File: config.mk
export PLATFORM = sky130hd
export DESIGN_NAME = vend_change_dispenser
export DESIGN_NICKNAME = d
export VERILOG_FILES = /design/src/rtl/vend_change_dispenser.sv
export SDC_FILE = /design/constraint.sdc
export NUM_CORES = 1
export LEC_CHECK = 0
export ABC_CLOCK_PERIOD_IN_PS = 2800
export CAP_MARGIN = 0
export CORE_UTILIZATION = 54
export CTS_CLUSTER_DIAMETER = 200
export DETAILED_ROUTE_END_ITERATION = 12
export PLACE_DENSITY = 0.76
export SYNTH_ARGS = -nofsm -noshare
export SYNTH_HDL_FRONTEND = slang
export SYNTH_SLANG_ARGS = --single-unit
File: constraint.sdc
create_clock -name clk -period 2.8 [get_ports clk]
set_clock_uncertainty 0.2 [all_clocks]
set_input_delay 0.42 -clock clk [delete_from_list [all_inputs] [get_ports clk]]
set_output_delay 0.42 -clock clk [all_outputs]
set_load 0.005 [all_outputs]
File: src/rtl/vend_change_dispenser.sv
// Change dispenser: splits a 0..7 rupee change request greedily into 5/2/1 coins,
// pulses one hopper per coin, waits for the coin-exit ack, and faults on timeout.
module vend_change_dispenser #(
   parameter int CHANGE_W       = 3,
   parameter int PULSE_CYCLES   = 4,
   parameter int GAP_CYCLES     = 2,
   parameter int TIMEOUT_CYCLES = 64
) (
   input  logic                clk,
   input  logic                reset,
   input  logic                req_valid,
   input  logic [CHANGE_W-1:0] req_amount,
   output logic                req_ready,
   output logic                hop5_pulse,
   output logic                hop2_pulse,
   output logic                hop1_pulse,
   input  logic                hop_done,
   input  logic                fault_clr,
   output logic                busy,
   output logic [3:0]          coins_out,
   output logic                done,
   output logic                fault,
   output logic [CHANGE_W-1:0] fault_amount
);

   localparam logic [2:0] S_IDLE     = 3'd0;
   localparam logic [2:0] S_SELECT   = 3'd1;
   localparam logic [2:0] S_PULSE    = 3'd2;
   localparam logic [2:0] S_WAIT_ACK = 3'd3;
   localparam logic [2:0] S_GAP      = 3'd4;
   localparam logic [2:0] S_DONE     = 3'd5;
   localparam logic [2:0] S_FAULT    = 3'd6;

   localparam int PHASE_MAX = (PULSE_CYCLES > GAP_CYCLES) ? PULSE_CYCLES : GAP_CYCLES;
   localparam int CW        = $clog2(PHASE_MAX + 1);
   localparam int TW        = $clog2(TIMEOUT_CYCLES + 1);

   localparam logic [CW-1:0]       PULSE_LAST   = CW'(PULSE_CYCLES - 1);
   localparam logic [CW-1:0]       GAP_LAST     = CW'(GAP_CYCLES - 1);
   localparam logic [TW-1:0]       TIMEOUT_LAST = TW'(TIMEOUT_CYCLES - 1);
   localparam logic [CHANGE_W-1:0] AMT_FIVE     = CHANGE_W'(5);
   localparam logic [CHANGE_W-1:0] AMT_TWO      = CHANGE_W'(2);

   logic [2:0]          state;
   logic [CHANGE_W-1:0] remaining;
   logic [2:0]          denom;
   logic [CW-1:0]       phase_cnt;
   logic [TW-1:0]       timer;
   logic                ack_seen;
   logic                pulse_last;
   logic                take_ack;

   assign pulse_last = (phase_cnt == PULSE_LAST);

   // An ack caught during the pulse is held in ack_seen and consumed when the pulse ends.
   assign take_ack = ((state == S_PULSE) && pulse_last && (ack_seen || hop_done)) ||
                     ((state == S_WAIT_ACK) && hop_done);

   assign req_ready    = (state == S_IDLE);
   assign busy         = (state != S_IDLE);
   assign done         = (state == S_DONE);
   assign fault        = (state == S_FAULT);
   assign fault_amount = (state == S_FAULT) ? remaining : '0;
   assign hop5_pulse   = (state == S_PULSE) && (denom == 3'd5);
   assign hop2_pulse   = (state == S_PULSE) && (denom == 3'd2);
   assign hop1_pulse   = (state == S_PULSE) && (denom == 3'd1);

   always_ff @(posedge clk or negedge reset) begin
      if (!reset) begin
         state     <= S_IDLE;
         remaining <= '0;
         coins_out <= '0;
         denom     <= '0;
         phase_cnt <= '0;
         timer     <= '0;
         ack_seen  <= 1'b0;
      end else begin
         case (state)
            S_IDLE: begin
               if (req_valid) begin
                  remaining <= req_amount;
                  coins_out <= '0;
                  state     <= (req_amount == '0) ? S_DONE : S_SELECT;
               end
            end
            S_SELECT: begin
               if (remaining >= AMT_FIVE)
                  denom <= 3'd5;
               else if (remaining >= AMT_TWO)
                  denom <= 3'd2;
               else
                  denom <= 3'd1;
               timer     <= '0;
               phase_cnt <= '0;
               ack_seen  <= 1'b0;
               state     <= S_PULSE;
            end
            S_PULSE: begin
               timer <= timer + TW'(1);
               if (hop_done)
                  ack_seen <= 1'b1;
               if (pulse_last) begin
                  phase_cnt <= '0;
                  state     <= S_WAIT_ACK;
               end else begin
                  phase_cnt <= phase_cnt + CW'(1);
               end
            end
            S_WAIT_ACK: begin
               timer <= timer + TW'(1);
               if (!hop_done && (timer >= TIMEOUT_LAST))
                  state <= S_FAULT;
            end
            S_GAP: begin
               if (phase_cnt == GAP_LAST) begin
                  phase_cnt <= '0;
                  state     <= S_SELECT;
               end else begin
                  phase_cnt <= phase_cnt + CW'(1);
               end
            end
            S_DONE: begin
               state <= S_IDLE;
            end
            S_FAULT: begin
               if (fault_clr)
                  state <= S_IDLE;
            end
            default: begin
               state <= S_IDLE;
            end
         endcase

         // Coin delivered: overrides the per-state next-state chosen above.
         if (take_ack) begin
            remaining <= remaining - CHANGE_W'(denom);
            coins_out <= coins_out + {1'b0, denom};
            state     <= (remaining == CHANGE_W'(denom)) ? S_DONE : S_GAP;
         end
      end
   end

endmodule

==> impl_metrics.toml <==
[power]
p_leak_nw = 0.861
power.density_nw_per_um2 = 1060
ir_worst_vdd_mv = 0.517

[logic_synthesis]
yosysSeqAreaShare_pct = 36.6
ys.flop_type = "dfrtp_1"
synth_seq_cells = 24
synth.cell_area_um2 = 1640
synth_edf_count = 0
yosysWarnings = 0
netlist_instances = 178
syn_nets = 199
yosysUniqueCellTypes = 48
ys_async_sr_fraction_pct = 100
syn_area_per_cell_um2 = 9.21

[cts]
cts_buffers = 3
cts_tree = "built"
clock_path_buffers = 2
clkLatencyLatePin_ps = 320
cts_sinks = 24
cts_resized = 0
cts_hold_buf = 0
cts_root_buffer = "clkbuf_4"
post_cts_buffers = 0
h-tree-depth = 1
clk_pin_slew_worst_paths_ps = 140

[final_layout]
diodes = 0
drive_gt1_share_pct = 6.53
final_cell_mix = "dfrtp_1, clkdlybuf4s50_1, inv_1, nand2_1, o21ai_0"
layout_commonest_cell = "dfrtp_1"
fin_nets = 221
final_area_um2 = 1920
fillCellCount = 238
syn2layout_area_growth_pct = 17.0

[timing]
hold_viol_final = 0
min_period_ps = 2660
slew_viol_final = 0
relSlewSlack_pct = 64.0
fmax_mhz = 376
finalSetupViolations = 0
post-route-period-util_pct = 95.1
max_slew.worst_pin.slew_ps = 540
setup_tns_ps = 0
rsz0062_at_grt = "no"

[detailed_routing]
route.detailed.drc = 2
vias = 1468
drt-total-wl_um = 3790
drt-pass1-iter-count = 8
avgViaCountPerCell = 6.38
dr.first_iter.drc_count = 81
wl_per_cell_um = 16.5
ant_nets = 0

[global_routing]
grt_overflow = 0
antenna_found_initial = 0
grt_pass1_wl_um = 6650
track_usage_pct = 26.4
grt_max_degree = 25
grt_pass1_vias = 1429

[placement]
port_buffers = 21
place_area_um2 = 1880
dp_hpwl_um = 2760
gp_congestion = 0.847

[outcome]
violations = "DRC"
status = "finished with violations"

[critical_path]
setup.worst_path.end_class = "output pin"
critPathKind = "flop to output pin"
cp.required_ps = 2180
cp-start-kind = "flop"
cp_max_fo = 13
cp.arrival_ps = 2040

[min_path]
hold_class = "input port to asynchronous set/reset pin"

[floorplan]
core.rowCount = 19
core_um2 = 2810
io_pins = 22
floorplan.initialDensity_pct = 58.4
fp.dieH_um = 57.1
dieArea_um2 = 3260
die_w_um = 57.1

[run]
maxCapViolCount = 0
cells by family after synthesis:
group,Yosys count,synth area share (%)
AOI/OAI and AO/OA,54,22.4
and+or+nand+nor,54,18.2
DFF,24,36.6
buffers and inverters,23,5.88
adders and majority gates,14,11.5
muxes,6,3.74
xor gates and xnor gates,3,1.60
final timing paths:
path | from | end | slack [ps] | cells past startpoint
worst max register to register | phase_cnt[0] | coins_out[3] | 690 | 5
worst min-delay path | reset | timer[0] | 240 | 2
worst min register to register | coins_out[3] | coins_out[3] | 330 | 1
min in group clk | coins_out[3] | coins_out[3] | 330 | 1
worst max-delay path | state[0] | done | 140 | 3
max in group asynchronous | reset | phase_cnt[2] | 1920 | 2
synth_stat cells (3+ instances only):
cell      count  area share (%)
dfrtp_1      24              37
inv_1        14             3.2
nand2_1      14             3.2
o21ai_0      13             4.0
a21oi_1      12             3.7
ha_1         11             8.4
nor2_1        7             1.6
nor3_1        7             2.1
a22o_1        5             2.7
and3_1        5             1.9
buf_2         5             1.5
mux2i_1       5             3.1
a21o_1        4             1.8
nand4_1       4             1.5
clkbuf_1      3            0.69
nand3_1       3            0.92
nor2b_1       3             1.1
worst max-delay path: stages, from the launching register on:
cell	delay, ps
dfrtp_1	650
inv_1	260
nor3_1	250
clkdlybuf4s50_1	550
power breakdown:
group	switching [W]	internal [W]
clock	0.000111	0.0000796
sequential	0.000217	0.000487
combinational	0.000590	0.000556
registers in the layout, indices dropped and copies added (netlist names):
name / cells
ack_seen: 1
coins_out: 4
denom: 3
phase_cnt: 3
remaining: 3
state: 3
timer: 7
metrics by stage:
step / total power [W] / hold slack (ps) / setup slack, ps / std cells / util, %
CTS: 0.00204 / 245 / 167 / 230 / 68.4
global route: 0.00224 / 270 / 39.3 / 230 / 68.4
finish: 0.00204 / 241 / 137 / 230 / 68.4
floorplan: 0.00146 / -75.6 / 784 / 178 / -
detailed placement: 0.00184 / 294 / 544 / 226 / 67.1
global placement: 0.00178 / 292 / 578 / 226 / 67.1
cell type report:
class	count	area [um^2]	area share [%]
Sequential cell	24	601	31.3
Inverter	14	52.6	2.74
Clock buffer	4	36.3	1.89
Multi-Input combinational cell	131	942	49.1
Tap cell	31	38.8	2.02
Timing Repair Buffer	26	248	12.9
layer usage:
metal	GRT usage (%)	share of wire, %	up-vias
met5	0	0	-
li1	-	-	694
met3	2.27	4.0	4
met1	37.5	46	727
met4	10.1	1.1	0
met2	42.2	49	43
(Power assumes the default switching activity.)
